===== src/rtl/fisc_fetch_pkg.sv =====
`default_nettype none
// ============================================================================
// Module   : fisc_fetch_pkg
// Purpose  : Shared types and helper functions for the FISC fetch unit.
//            - fetch_state_t  : fetch FSM state encoding
//            - slots_per_word : instructions carried by one memory word
//            - word_off_shift : byte-to-word address shift for a memory width
// Revision : 1.0 - initial release
// ============================================================================
package fisc_fetch_pkg;

    typedef enum logic [1:0] {
        ST_IDLE    = 2'd0,
        ST_REQ     = 2'd1,
        ST_UNPACK  = 2'd2,
        ST_DISCARD = 2'd3
    } fetch_state_t;

    function automatic int slots_per_word(input int mem_w, input int insn_w);
        return mem_w / insn_w;
    endfunction

    function automatic int word_off_shift(input int mem_w);
        return $clog2(mem_w / 8);
    endfunction

    // Shift for the default 64-bit memory word.
    localparam int C_DEF_WORD_OFF_SH = word_off_shift(64);

endpackage
`default_nettype wire


===== src/rtl/fisc_insn_fifo.sv =====
`default_nettype none
// ============================================================================
// Module   : fisc_insn_fifo
// Purpose  : Synchronous instruction FIFO between the fetch FSM and decode.
//            Head entry is read straight out of the storage registers, so it
//            stays stable until popped. Push and pop may coincide when full.
// Ports    : clk, rst (async, active-high), i_flush (empties the FIFO),
//            i_push/i_data, i_pop, o_data (head), o_full, o_empty
// Revision : 1.0 - initial release
// ============================================================================
module fisc_insn_fifo #(
    parameter int WIDTH = 64,
    parameter int DEPTH = 4
) (
    input  logic             clk,
    input  logic             rst,
    input  logic             i_flush,
    input  logic             i_push,
    input  logic [WIDTH-1:0] i_data,
    input  logic             i_pop,
    output logic [WIDTH-1:0] o_data,
    output logic             o_full,
    output logic             o_empty
);
    localparam int C_PTR_W = $clog2(DEPTH);

    logic [WIDTH-1:0]   r_mem [DEPTH];
    logic [C_PTR_W-1:0] r_wr_ptr;
    logic [C_PTR_W-1:0] r_rd_ptr;
    logic [C_PTR_W:0]   r_count;

    logic w_pop;
    logic w_push;

    assign o_full  = (r_count == (C_PTR_W+1)'(DEPTH));
    assign o_empty = (r_count == '0);
    assign o_data  = r_mem[r_rd_ptr];

    assign w_pop  = i_pop && !o_empty;
    // A pop frees the slot in the same cycle, so a full FIFO can still accept.
    assign w_push = i_push && (!o_full || w_pop);

    always_ff @(posedge clk or posedge rst) begin
        if (rst) begin
            r_wr_ptr <= '0;
            r_rd_ptr <= '0;
            r_count  <= '0;
        end else if (i_flush) begin
            r_wr_ptr <= '0;
            r_rd_ptr <= '0;
            r_count  <= '0;
        end else begin
            if (w_push) r_wr_ptr <= r_wr_ptr + C_PTR_W'(1);
            if (w_pop)  r_rd_ptr <= r_rd_ptr + C_PTR_W'(1);
            case ({w_push, w_pop})
                2'b10:   r_count <= r_count + (C_PTR_W+1)'(1);
                2'b01:   r_count <= r_count - (C_PTR_W+1)'(1);
                default: r_count <= r_count;
            endcase
        end
    end

    always_ff @(posedge clk) begin
        if (w_push && !i_flush) r_mem[r_wr_ptr] <= i_data;
    end

endmodule
`default_nettype wire


===== src/rtl/fisc_fetch_unit.sv =====
`default_nettype none
// ============================================================================
// Module   : fisc_fetch_unit
// Purpose  : Instruction fetch unit. Reads MEM_W-bit words from memory
//            channel A, unpacks them lowest slot first into INSN_W-bit
//            instructions and queues {insn, pc} toward decode. Redirects
//            flush the queue; a response already in flight when a redirect
//            arrives is waited for and dropped.
// Ports    : clk, reset (async, active-high)
//            run, redirect, redirect_pc        - core control
//            mem_rd, mem_addr, mem_rvalid, mem_rdata - memory channel A
//            insn_valid, insn, insn_pc, insn_ready   - decode side
//            fault                             - sticky misaligned redirect
//            perf_words, perf_flushes          - performance counters
// Macro    : FISC_FETCH_PERF_EN - builds saturating perf counters; when
//            undefined both perf outputs are constant 0.
// Revision : 1.0 - initial release
// ============================================================================
module fisc_fetch_unit
    import fisc_fetch_pkg::*;
#(
    parameter int                MEM_W      = 64,
    parameter int                INSN_W     = 32,
    parameter int                ADDR_W     = 32,
    parameter int                FIFO_DEPTH = 4,
    parameter logic [ADDR_W-1:0] BOOT_ADDR  = '0
) (
    input  logic                                clk,
    input  logic                                reset,
    input  logic                                run,
    input  logic                                redirect,
    input  logic [ADDR_W-1:0]                   redirect_pc,
    output logic                                mem_rd,
    output logic [ADDR_W-$clog2(MEM_W/8)-1:0]   mem_addr,
    input  logic                                mem_rvalid,
    input  logic [MEM_W-1:0]                    mem_rdata,
    output logic                                insn_valid,
    output logic [INSN_W-1:0]                   insn,
    output logic [ADDR_W-1:0]                   insn_pc,
    input  logic                                insn_ready,
    output logic                                fault,
    output logic [31:0]                         perf_words,
    output logic [31:0]                         perf_flushes
);
    localparam int C_SLOTS   = slots_per_word(MEM_W, INSN_W);
    localparam int C_WOFF_SH = word_off_shift(MEM_W);
    localparam int C_STEP    = INSN_W / 8;
    localparam int C_ISH     = $clog2(C_STEP);
    localparam int C_SLOT_W  = (C_SLOTS > 1) ? $clog2(C_SLOTS) : 1;
    localparam int C_WADDR_W = ADDR_W - C_WOFF_SH;

    localparam logic [ADDR_W-1:0]   C_STEP_A    = ADDR_W'(C_STEP);
    localparam logic [ADDR_W-1:0]   C_INSN_MASK = ADDR_W'(C_STEP - 1);
    localparam logic [ADDR_W-1:0]   C_SLOT_MASK = ADDR_W'(C_SLOTS - 1);
    localparam logic [C_SLOT_W-1:0] C_LAST_SLOT = C_SLOT_W'(C_SLOTS - 1);

    function automatic logic [C_WADDR_W-1:0] word_of(input logic [ADDR_W-1:0] a);
        return a[ADDR_W-1:C_WOFF_SH];
    endfunction

    function automatic logic [C_SLOT_W-1:0] slot_of(input logic [ADDR_W-1:0] a);
        return C_SLOT_W'((a >> C_ISH) & C_SLOT_MASK);
    endfunction

    fetch_state_t                      r_state;
    logic [ADDR_W-1:0]                 r_pc;
    logic [C_SLOT_W-1:0]               r_slot;
    logic                              r_mem_rd;
    logic [C_WADDR_W-1:0]              r_mem_addr;
    logic                              r_fault;
    logic [C_SLOTS-1:0][INSN_W-1:0]    r_line;

    fetch_state_t                      w_state_nxt;
    logic [ADDR_W-1:0]                 w_pc_nxt;
    logic [C_SLOT_W-1:0]               w_slot_nxt;
    logic                              w_mem_rd_nxt;
    logic [C_WADDR_W-1:0]              w_mem_addr_nxt;
    logic                              w_fault_nxt;
    logic                              w_line_load;
    logic                              w_push;
    logic                              w_pop;
    logic                              w_full;
    logic                              w_empty;
    logic                              w_misalign;
    logic [ADDR_W-1:0]                 w_pc_inc;
    logic [INSN_W+ADDR_W-1:0]          w_fifo_out;

    assign w_misalign = |(redirect_pc & C_INSN_MASK);
    assign w_pc_inc   = r_pc + C_STEP_A;
    // A redirect flushes the FIFO, so a coincident pop must not count.
    assign w_pop      = insn_ready && insn_valid && !redirect;

    always_comb begin
        w_state_nxt    = r_state;
        w_pc_nxt       = r_pc;
        w_slot_nxt     = r_slot;
        w_mem_rd_nxt   = r_mem_rd;
        w_mem_addr_nxt = r_mem_addr;
        w_fault_nxt    = r_fault;
        w_line_load    = 1'b0;
        w_push         = 1'b0;

        if (redirect) begin
            if (w_misalign) begin
                w_fault_nxt = 1'b1;
            end else begin
                w_fault_nxt = 1'b0;
                w_pc_nxt    = redirect_pc;
            end
            // An unanswered request must run to completion; keep mem_rd and
            // the old address and drop whatever comes back.
            if ((r_state == ST_REQ || r_state == ST_DISCARD) && !mem_rvalid) begin
                w_state_nxt = ST_DISCARD;
            end else if (w_fault_nxt || !run) begin
                w_state_nxt  = ST_IDLE;
                w_mem_rd_nxt = 1'b0;
            end else begin
                w_state_nxt    = ST_REQ;
                w_mem_rd_nxt   = 1'b1;
                w_mem_addr_nxt = word_of(w_pc_nxt);
            end
        end else begin
            case (r_state)
                ST_IDLE: begin
                    if (run && !r_fault) begin
                        w_state_nxt    = ST_REQ;
                        w_mem_rd_nxt   = 1'b1;
                        w_mem_addr_nxt = word_of(r_pc);
                    end
                end
                ST_REQ: begin
                    if (mem_rvalid) begin
                        w_line_load  = 1'b1;
                        w_slot_nxt   = slot_of(r_pc);
                        w_mem_rd_nxt = 1'b0;
                        w_state_nxt  = ST_UNPACK;
                    end
                end
                ST_UNPACK: begin
                    if (!w_full || w_pop) begin
                        w_push     = 1'b1;
                        w_pc_nxt   = w_pc_inc;
                        w_slot_nxt = r_slot + C_SLOT_W'(1);
                        if (r_slot == C_LAST_SLOT) begin
                            if (run) begin
                                w_state_nxt    = ST_REQ;
                                w_mem_rd_nxt   = 1'b1;
                                w_mem_addr_nxt = word_of(w_pc_inc);
                            end else begin
                                w_state_nxt = ST_IDLE;
                            end
                        end
                    end
                end
                ST_DISCARD: begin
                    if (mem_rvalid) begin
                        if (r_fault || !run) begin
                            w_state_nxt  = ST_IDLE;
                            w_mem_rd_nxt = 1'b0;
                        end else begin
                            w_state_nxt    = ST_REQ;
                            w_mem_rd_nxt   = 1'b1;
                            w_mem_addr_nxt = word_of(r_pc);
                        end
                    end
                end
                default: begin
                    w_state_nxt  = ST_IDLE;
                    w_mem_rd_nxt = 1'b0;
                end
            endcase
        end
    end

    always_ff @(posedge clk or posedge reset) begin
        if (reset) begin
            r_state    <= ST_IDLE;
            r_pc       <= BOOT_ADDR;
            r_slot     <= '0;
            r_mem_rd   <= 1'b0;
            r_mem_addr <= '0;
            r_fault    <= 1'b0;
            r_line     <= '0;
        end else begin
            r_state    <= w_state_nxt;
            r_pc       <= w_pc_nxt;
            r_slot     <= w_slot_nxt;
            r_mem_rd   <= w_mem_rd_nxt;
            r_mem_addr <= w_mem_addr_nxt;
            r_fault    <= w_fault_nxt;
            if (w_line_load) r_line <= mem_rdata;
        end
    end

    fisc_insn_fifo #(
        .WIDTH (INSN_W + ADDR_W),
        .DEPTH (FIFO_DEPTH)
    ) u_fifo (
        .clk     (clk),
        .rst     (reset),
        .i_flush (redirect),
        .i_push  (w_push),
        .i_data  ({r_line[r_slot], r_pc}),
        .i_pop   (w_pop),
        .o_data  (w_fifo_out),
        .o_full  (w_full),
        .o_empty (w_empty)
    );

    assign mem_rd     = r_mem_rd;
    assign mem_addr   = r_mem_addr;
    assign fault      = r_fault;
    assign insn_valid = !w_empty;
    assign insn       = w_fifo_out[INSN_W+ADDR_W-1:ADDR_W];
    assign insn_pc    = w_fifo_out[ADDR_W-1:0];

`ifdef FISC_FETCH_PERF_EN
    logic [31:0] r_perf_words;
    logic [31:0] r_perf_flushes;

    always_ff @(posedge clk or posedge reset) begin
        if (reset) begin
            r_perf_words   <= '0;
            r_perf_flushes <= '0;
        end else begin
            // Every completed request counts, dropped responses included.
            if (r_mem_rd && mem_rvalid && (r_perf_words != '1))
                r_perf_words <= r_perf_words + 32'd1;
            if (redirect && (r_perf_flushes != '1))
                r_perf_flushes <= r_perf_flushes + 32'd1;
        end
    end

    assign perf_words   = r_perf_words;
    assign perf_flushes = r_perf_flushes;
`else
    assign perf_words   = '0;
    assign perf_flushes = '0;
`endif

endmodule
`default_nettype wire


===== config.mk =====
export PLATFORM = sky130hd
export DESIGN_NAME = fisc_fetch_unit
export DESIGN_NICKNAME = d
export VERILOG_FILES = /design/src/rtl/fisc_fetch_pkg.sv /design/src/rtl/fisc_insn_fifo.sv /design/src/rtl/fisc_fetch_unit.sv
export SDC_FILE = /design/constraint.sdc
export NUM_CORES = 1
export LEC_CHECK = 0
export ABC_AREA = 1
export BUFFER_PORTS_ARGS = -buffer_cell sky130_fd_sc_hd__buf_2
export CAP_MARGIN = 20
export CELL_PAD_IN_SITES_DETAIL_PLACEMENT = 0
export CELL_PAD_IN_SITES_GLOBAL_PLACEMENT = 1
export CORE_MARGIN = 4
export CORE_UTILIZATION = 35
export CTS_CLUSTER_SIZE = 12
export DETAILED_ROUTE_END_ITERATION = 7
export PLACE_DENSITY = 0.62
export SLEW_MARGIN = 10
export SYNTH_ARGS = -nofsm -noshare
export SYNTH_HDL_FRONTEND = slang
export SYNTH_SLANG_ARGS = --single-unit

===== constraint.sdc =====
create_clock -name clk -period 5.9 [get_ports clk]
set_input_delay 0 -clock clk [delete_from_list [all_inputs] [get_ports clk]]
set_output_delay 0 -clock clk [all_outputs]
set_load 0.05 [all_outputs]

==> metrics.yaml, run 1 <==
status: "finished, final reports clean"
p_leak_nw: 8.69
drv_slew: 0
placement.io_buffers: 197
worst_slew_pin_slew_ns: 1.09
worst_setup_path_start_kind: "flip-flop"
power_switching_mw: 4.37
met2_usage: 0.285
pwr-share-comb: 0.355
avgRoutedWirePerCell_microns: 17.9
ir_drop_uv: 262
clock_power_share: 0.251
core_sq_um: 49300
yosysSeqAreaShare: 0.633
clk_path_buf_depth: 3
pwr_density_cell_nw_per_um2: 497
ant_nets: 0
fin_area_sq_um: 21300
via_count: 12900
cp.required_ns: 5.90
synth_cell_type_count: 36
final_common_cell: "nor2_1"
grtUsageTotal: 0.175
met3_usage: 0.0270
first_pass_iters: 5
fmax_ghz: 0.300
cap_violations: 0
cts_setup_buffers: 0
ys_warn_count: 0
grt_max_degree: 97
io_pins: 262
die_w_microns: 232
final_layout_size_suffix_gt1_frac: 0.165
path_clk_slew_ns: 0.06
seq_power_share: 0.395
htreeDepth: 2
synth_edf_count: 256
gr-total-overflow: 0
tns_ns: 0
reg2reg_slack_ns: 2.89
fin_crit_sh: 0.564
slowest_stage: "dfrtp_4"
hold_path.class: "in -> reg"
synthCells: 1722
finClkSkew_ns: 0.0203
busiest_layer: "met2"
antenna_found_initial: 2
cts_buffers: 45
hold_viol: 0
area_growth_pct: 21.3
cp_max_fo: 66
synth-seq-cells: 393
cpPeakStageDelay_ns: 0.68
ctsHoldBuffers: 100
place_area_sq_um: 18900
clkLatencyLatePin_ns: 0.57
p_sw_frac: 0.412
worstPathArrival_ns: 3.33
drt-total-wl_microns: 48200
place_congestion: 0.801
setup_viol: 0
critPathCaptureType: "primary output"
grt_pass1_vias: 12600
fp.dieH_microns: 232
synth_flop_cell: "edfxtp_1"
power.total_mw: 10.6
drc: 0
synth_top_cell_by_area: "edfxtp_1"
vias_per_cell: 4.80
crit_chain: "inv_4, buf_4, o21ai_0, o22ai_1, buf_2"
synth_area_sq_um: 17600
rsz0062_at_grt: "false"
internal-power_mw: 6.22
layout_common_cells: "nor2_1 (314), nand2_1 (289), edfxtp_1 (256)"
diodes: 0
use_met1: 0.248
synth_top_area_frac: 0.437
nFillCells: 4751
cts_tree: "done"
first_iter_violations: 978
min_period_ns: 3.33
clock-sinks: 393
cts_resized: 0
grt_pass1_wl_microns: 73500
syn_area_per_cell_sq_um: 10.2
relSlewSlack: 0.272
die_area_sq_um: 53900
async_flop_share: 0.349
initial_utilization: 0.357
num_rows: 81
synth.area.top_cells: "edfxtp_1 (44%), dfrtp_1 (20%), nor2_1 (6.8%), nand2_1 (6.2%), o21ai_0 (5.3%)"
cts-root-buf: "clkbuf_16"
fin_nets: 2102
hpwl_microns: 30400
path_class: "reg -> out"
[state kept, by name, indices dropped and copies added (netlist names)]
signal and flops:
u_fifo.r_mem 256, r_slot 1, r_line 64, mem_rd 1, u_fifo.r_wr_ptr 2, fault 1, r_state 2, u_fifo.r_count 3
r_pc 32, mem_addr 29, u_fifo.r_rd_ptr 2
[stage by stage]
step	hold slack (ns)	worst slack (ns)	cells	util
after global routing	0.0786	2.37	2695	0.433
after floorplan	0.150	1.86	1785	-
final	0.0488	2.57	2695	0.433
after global placement	0.230	2.65	2509	0.383
after CTS	0.00750	2.50	2693	0.432
after detailed placement	0.230	2.63	2509	0.383
[worst max-delay path, delay by kind of cell, from the launching register on]
kind                   cells  cell delay [ns]
DFF                        1             0.68
AOI/OAI and AO/OA          2             0.45
buffers and inverters      3             1.57
[power by group through the flow]
stage,registers [mW],logic [mW],clock network [mW]
6_report,4.18,3.76,2.65
5_1_grt,4.25,4.11,2.85
4_1_cts,4.18,3.80,2.73
3_5_place_dp,4.22,3.73,0
3_3_place_gp,4.21,3.69,0
2_1_floorplan,4.39,2.49,0
[area by class of cell]
cell class,count,area (sq um),area share
sequential,393,11100,0.522
tap,664,831,0.0390
multi-input combinational,1147,5450,0.256
timing repair buffer,314,2150,0.101
inverter,93,359,0.0168
clock buffer,59,1230,0.0578
clock inverter,25,169,0.00792
[worst paths after layout]
path | start | end | cells past startpoint
worst max-delay path | u_fifo.r_rd_ptr[0]$_DFFE_PP0P_ | insn[14] | 5
min in group asynchronous | reset | mem_addr[7]$_DFFE_PP0P_ | 3
worst max register to register | r_state[0]$_DFFE_PP0P_ | u_fifo.r_mem[0][4]$_DFFE_PP_ | 7
max in group asynchronous | reset | r_line[2]$_DFFE_PP0P_ | 4
worst min register to register | mem_addr[4]$_DFFE_PP0P_ | mem_addr[4]$_DFFE_PP0P_ | 2
worst min-delay path | run | mem_rd$_DFFE_PP0P_ | 6
[cell usage after synthesis (all sizes together), types with 15 or more instances]
library cell  count
edfxtp          256
a21oi            70
mux2             32
buf             100
nor2            325
a22oi            15
clkbuf           52
nand2           295
o21ai           192
dfrtp           137
nand3            47
o22ai            65
inv              91
[cell families after synthesis]
logic type | after synthesis | synth area share
AO/OA/AOI/OAI | 362 | 0.112
XOR/XNOR | 9 | 0.00449
adder cells (fa/ha/maj) | 6 | 0.00470
buffers and inverters | 245 | 0.0728
flip-flops | 393 | 0.633
multiplexers | 33 | 0.0211
other | 1 | 0.000213
AND/OR/NAND/NOR | 673 | 0.152
[metal layers]
layer  share of wire  vias to the layer above  wire, microns
li1                -                     6304              -
met1            0.47                     6243          22600
met2            0.47                      331          22600
met3           0.046                       49           2220
met4           0.017                        0            806
met5               0                        -              0
Note: power is estimated with default switching activity, not from simulation.
==> run 2, diff against run 1 <==
Settings changed: ABC_AREA 1 to 0, PLACE_DENSITY 0.62 to 0.61.
Clock period 5.9 ns to 2.69 ns, I/O delays scaled along.
==> metrics.yaml, run 2 <==
drc: 0
fin_area_sq_um: 21400
min_period_ns: 2.56
htreeDepth: 2
gr-total-overflow: 0
p_leak_nw: 7.90
final_common_cell: "edfxtp_1"
multi_input_area_sq_um: 5390
relSlewSlack: 0.364
grt_pass1_wl_microns: 68600
synth_top_cell_by_area: "edfxtp_1"
hold_viol: 0
seqCellArea_sq_um: 11100
largest_reg_flops: 256
setup_viol: 0
clock-sinks: 393
core_sq_um: 47900
io_pins: 262
fin_crit_sh: 0.951
synthCells: 1101
rsz0062_at_grt: "false"
die_w_microns: 229
synth-seq-cells: 393
synth_top_family_by_area: "multiplexers"
num_rows: 80
antenna_found_initial: 1
initial_utilization: 0.356
finClkSkew_ns: 0.0255
fp.dieH_microns: 229
pwr_density_cell_nw_per_um2: 1070
yosysSeqAreaShare: 0.652
synthSimpleGateAreaFrac: 0.0590
die_area_sq_um: 52300
worst_setup_path_start_kind: "primary input"
synth_flop_cell: "edfxtp_1"
cts_tree: "done"
critPathCaptureType: "flip-flop"
nFillCells: 4250
yosys.area_share.adder: 0.00484
grt_pass1_vias: 11000
grt_max_degree: 65
cpPeakStageDelay_ns: 0.63
place_congestion: 0.799
synth_commonest_cells: "edfxtp_1 (256), dfrtp_1 (137), mux2_2 (102)"
fin_nets: 1546
placement.io_buffers: 197
cts-root-buf: "clkbuf_16"
tns_ns: 0
synth_edf_count: 256
synth_compound_area_frac: 0.0761
layout_common_cells: "edfxtp_1 (256), buf_2 (196), dfrtp_1 (134)"
syn_area_per_cell_sq_um: 15.5
synth_top_area_frac: 0.451
clkLatencyLatePin_ns: 0.58
ant_nets: 0
cp.required_ns: 3.19
path_class: "in -> reg"
avgRoutedWirePerCell_microns: 21.3
path_clk_slew_ns: 0.06
status: "finished, final reports clean"
first_iter_violations: 732
max_flop_register: "u_fifo.r_mem"
final_layout_size_suffix_gt1_frac: 0.350
synth.most_common_cell: "edfxtp_1"
area_growth_pct: 25.5
async_flop_share: 0.349
drt-total-wl_microns: 44500
hold_path.class: "in -> async"
cp_common_cell: "dlygate4sd3_1"
grtUsageTotal: 0.168
ys_warn_count: 0
ir_drop_uv: 652
fmax_ghz: 0.391
synth_cell_type_count: 68
drv_slew: 0
diodes: 0
synthMuxAreaShare: 0.157
top_regs: "u_fifo.r_mem (256), r_line (64), r_pc (32)"
vias_per_cell: 5.11
power.total_mw: 22.9
clk_path_buf_depth: 3
slowest_stage: "dlygate4sd3_1"
worstPathArrival_ns: 3.06
worst_slew_pin_slew_ns: 0.950
synth_area_sq_um: 17100
synth_xor_area_frac: 0.00359
crit_chain: "dlygate4sd3_1, clkbuf_4, buf_4, nor3b_4, dlygate4sd3_1, buf_12, o21ai_0, a21oi_1, dlygate4sd3_1"
place_area_sq_um: 19000
synth.area.top_cells: "edfxtp_1 (45%), dfrtp_1 (20%), mux4_2 (8.4%), mux2_2 (6.7%), buf_4 (2.8%)"
cp_max_fo: 43
cts_buffers: 44
first_pass_iters: 5
cap_violations: 0
via_count: 10700
hpwl_microns: 29800
==> run 2: changes by cell type after synthesis, moves of 13 or more <==
cell      change
nor2_1      -261
nand2_1     -260
o21ai_0     -158
inv_1        -79
mux2_2       +70
mux4_2       +64
o22ai_1      -57
a21oi_1      -35
nand3_1      -32
a211oi_1     +19
nor3_1       +15
a311oi_1     +14
a31oi_1      +13
==> run 2: power breakdown <==
part | switching, mW | leakage [nW] | internal, mW
Clock | 2.45 | 0.682 | 3.42
Combinational | 5.38 | 3.33 | 2.86
Sequential | 0.729 | 3.88 | 8.07
Total | 8.56 | 7.90 | 14.3
==> run 2: cells by family after synthesis <==
kind of cell | Yosys count
flops | 393
compound gates | 191
simple gates | 189
mux | 173
buf+inv | 141
xor+xnor | 7
fa+ha+maj | 6
other cells | 1
==> run 2: final cells by class <==
type                            count  area share
Multi-Input combinational cell    630       0.252
Clock inverter                     20     0.00993
Inverter                            5     0.00105
Clock buffer                       61      0.0558
Sequential cell                   393       0.519
Timing Repair Buffer              364       0.126
Tap cell                          615      0.0359
==> run 2: worst max-delay path, delay by kind of cell <==
| family | cells | cell delay [ns] |
|---|---|---|
| compound gates | 2 | 0.28 |
| simple gates | 1 | 0.25 |
| buf+inv | 6 | 2.50 |
==> run 2: final timing paths <==
check | startpoint | slack, ns | end | cells after the start
min in group clk | mem_rdata[52] | 0.18 | r_line[52]$_DFFE_PP0P_ | 3
max in group asynchronous | reset | 1.78 | r_line[9]$_DFFE_PP0P_ | 4
max | redirect | 0.13 | r_state[0]$_DFFE_PP0P_ | 9
max reg2reg | u_fifo.r_count[0]$_DFFE_PP0P_ | 0.32 | r_state[0]$_DFFE_PP0P_ | 6
min | reset | 0.12 | r_line[59]$_DFFE_PP0P_ | 3
min reg2reg | r_line[60]$_DFFE_PP0P_ | 0.50 | r_line[60]$_DFFE_PP0P_ | 1
==> run 2: per-layer routing <==
layer,global-route usage,vias up,part of all wire
met5,0,-,0
met4,0.0472,0,0.024
met3,0.0345,67,0.056
met2,0.271,351,0.47
met1,0.231,5406,0.45
li1,-,4848,-
==> run 2: repair_timing <==
action,in CTS,in global routing
endpoints found under the setup margin,0,2
resized for setup,0,1
hold buffers,104,0
endpoints found under the hold margin,156,0
setup buffers,0,0
==> run 2: per-stage QoR <==
stage | setup slack, ns | utilization | hold slack (ns) | instances
2_1_floorplan | -0.120 | - | 0.149 | 1164
3_3_place_gp | 0.341 | 0.395 | 0.176 | 1903
3_5_place_dp | 0.340 | 0.395 | 0.178 | 1903
4_1_cts | 0.0531 | 0.447 | 0.112 | 2088
5_1_grt | 0.0206 | 0.447 | 0.170 | 2088
6_report | 0.132 | 0.447 | 0.118 | 2088
==> run 3, diff against run 2 <==
Settings changed: PLACE_DENSITY 0.61 to 0.72, SLEW_MARGIN 10 to 0.
==> metrics.yaml, run 3 (same netlist as run 2, synthesis figures left out) <==
cts-root-buf: "clkbuf_16"
hold_viol: 0
worstPathArrival_ns: 2.94
clkLatencyLatePin_ns: 0.57
worst_slew_pin_slew_ns: 1.07
drc: 0
antenna_found_initial: 1
dp_cells: 1892
io_pins: 262
area_growth_pct: 24.2
grt_max_degree: 138
clock-sinks: 393
ant_nets: 0
critPathCaptureType: "flip-flop"
avgRoutedWirePerCell_microns: 21.4
htreeDepth: 2
vias_per_cell: 5.15
final_layout_size_suffix_gt1_frac: 0.340
gr-total-overflow: 0
ir_drop_uv: 529
die_area_sq_um: 52300
first_iter_violations: 936
layout_common_cells: "edfxtp_1 (256), buf_2 (197), dfrtp_1 (134)"
via_count: 10700
core_sq_um: 47900
num_rows: 80
fin_area_sq_um: 21200
grt_pass1_wl_microns: 68600
grt_pass1_vias: 11000
placement.io_buffers: 197
grtUsageTotal: 0.168
rsz0062_at_grt: "false"
cts_tree: "done"
hpwl_microns: 28600
pwr_density_cell_nw_per_um2: 1070
path_class: "reg -> reg"
min_period_ns: 2.49
initial_utilization: 0.356
fin_nets: 1535
fin_crit_sh: 0.925
cpPeakStageDelay_ns: 0.56
seqCellArea_sq_um: 11100
finClkSkew_ns: 0.0304
relSlewSlack: 0.285
fp.dieH_microns: 229
nFillCells: 4225
fmax_ghz: 0.402
top_regs: "u_fifo.r_mem (256), r_line (64), r_pc (32)"
cp.required_ns: 3.14
first_pass_iters: 6
cts_setup_buffers: 0
setup_viol: 0
cp_max_fo: 13
final_cells: 2077
status: "finished, final reports clean"
cts_buffers: 43
drt-total-wl_microns: 44400
final_common_cell: "edfxtp_1"
drv_slew: 0
largest_reg_flops: 256
path_clk_slew_ns: 0.06
clk_path_buf_depth: 3
place_congestion: 0.811
max_flop_register: "u_fifo.r_mem"
die_w_microns: 229
worst_setup_path_start_kind: "flip-flop"
place_area_sq_um: 18800
multi_input_area_sq_um: 5390
p_leak_nw: 7.78
cap_violations: 0
crit_chain: "and4_1, and4_2, nand3_1, o22ai_1, nor2_1, dlygate4sd3_1"
slowest_stage: "dfrtp_1"
hold_path.class: "in -> reg"
[run 3: cell types whose count changed in the layout (fill, tap and decap cells not counted), sizes merged]
cell,delta
clkbuf,-1
buf,-10
clkinvlp,-2
dlygate4sd3,+1
clkinv,+1
diode,+2
bufinv,-2
[run 3: cell type report]
class | count | share of cell area
flip-flops and latches | 393 | 0.525
well taps | 615 | 0.0363
multi-input cells | 630 | 0.254
inverters | 5 | 0.00106
clock buffers | 61 | 0.0570
diodes | 2 | 0.000236
repair buffers | 354 | 0.121
clock inverters | 17 | 0.00532
[run 3: what timing repair did]
action / CTS / global route
hold buffers: 105 / 0
resized for setup: 0 / 1
endpoints found under the hold margin: 269 / 0
endpoints found under the setup margin: 0 / 1
[run 3: per-layer routing]
metal / vias up / global-route usage / wire [microns]
met5: - / 0 / 0
met4: 0 / 0.0529 / 1200
met3: 69 / 0.0420 / 2910
met2: 389 / 0.266 / 20900
met1: 5422 / 0.230 / 19300
li1: 4826 / - / -
[run 3: per-stage QoR]
step / util / hold slack (ns) / total power, mW / setup slack, ns / TNS [ns]
4_1_cts: 0.442 / 0.0309 / 22.9 / 0.0904 / 0
2_1_floorplan: - / 0.149 / 14.8 / -0.120 / -30.62
3_5_place_dp: 0.392 / 0.236 / 17.1 / 0.347 / 0
3_3_place_gp: 0.392 / 0.233 / 16.9 / 0.362 / 0
6_report: 0.442 / 0.0593 / 22.6 / 0.200 / 0
5_1_grt: 0.442 / 0.0838 / 23.8 / 0.0613 / 0
[run 3: final timing paths]
kind | endpoint | startpoint | depth (start not counted) | slack [ns]
setup / recovery | r_pc[20]$_DFFE_PP0P_ | r_pc[9]$_DFFE_PP0P_ | 6 | 0.20
hold / removal | r_pc[10]$_DFFE_PP0P_ | redirect_pc[0] | 5 | 0.06
setup reg to reg | r_pc[20]$_DFFE_PP0P_ | r_pc[9]$_DFFE_PP0P_ | 6 | 0.20
hold reg to reg | mem_rd$_DFFE_PP0P_ | mem_rd$_DFFE_PP0P_ | 1 | 0.49
max in group asynchronous | r_pc[1]$_DFFE_PP0P_ | reset | 4 | 1.87
min in group asynchronous | r_line[29]$_DFFE_PP0P_ | reset | 4 | 0.22
[run 3: report_power, final]
group / internal (mW) / switching (mW) / total [mW]
Sequential: 8.08 / 0.824 / 8.90
Combinational: 2.85 / 5.33 / 8.18
Clock: 3.22 / 2.35 / 5.57
[run 3: worst max-delay path: cells and delay by family (launching register included)]
family                 cells  cell delay [ns]
AND/OR/NAND/NOR            4             1.08
AO/OA/AOI/OAI              1             0.18
buffers and inverters      1             0.55
flip-flops                 1             0.56
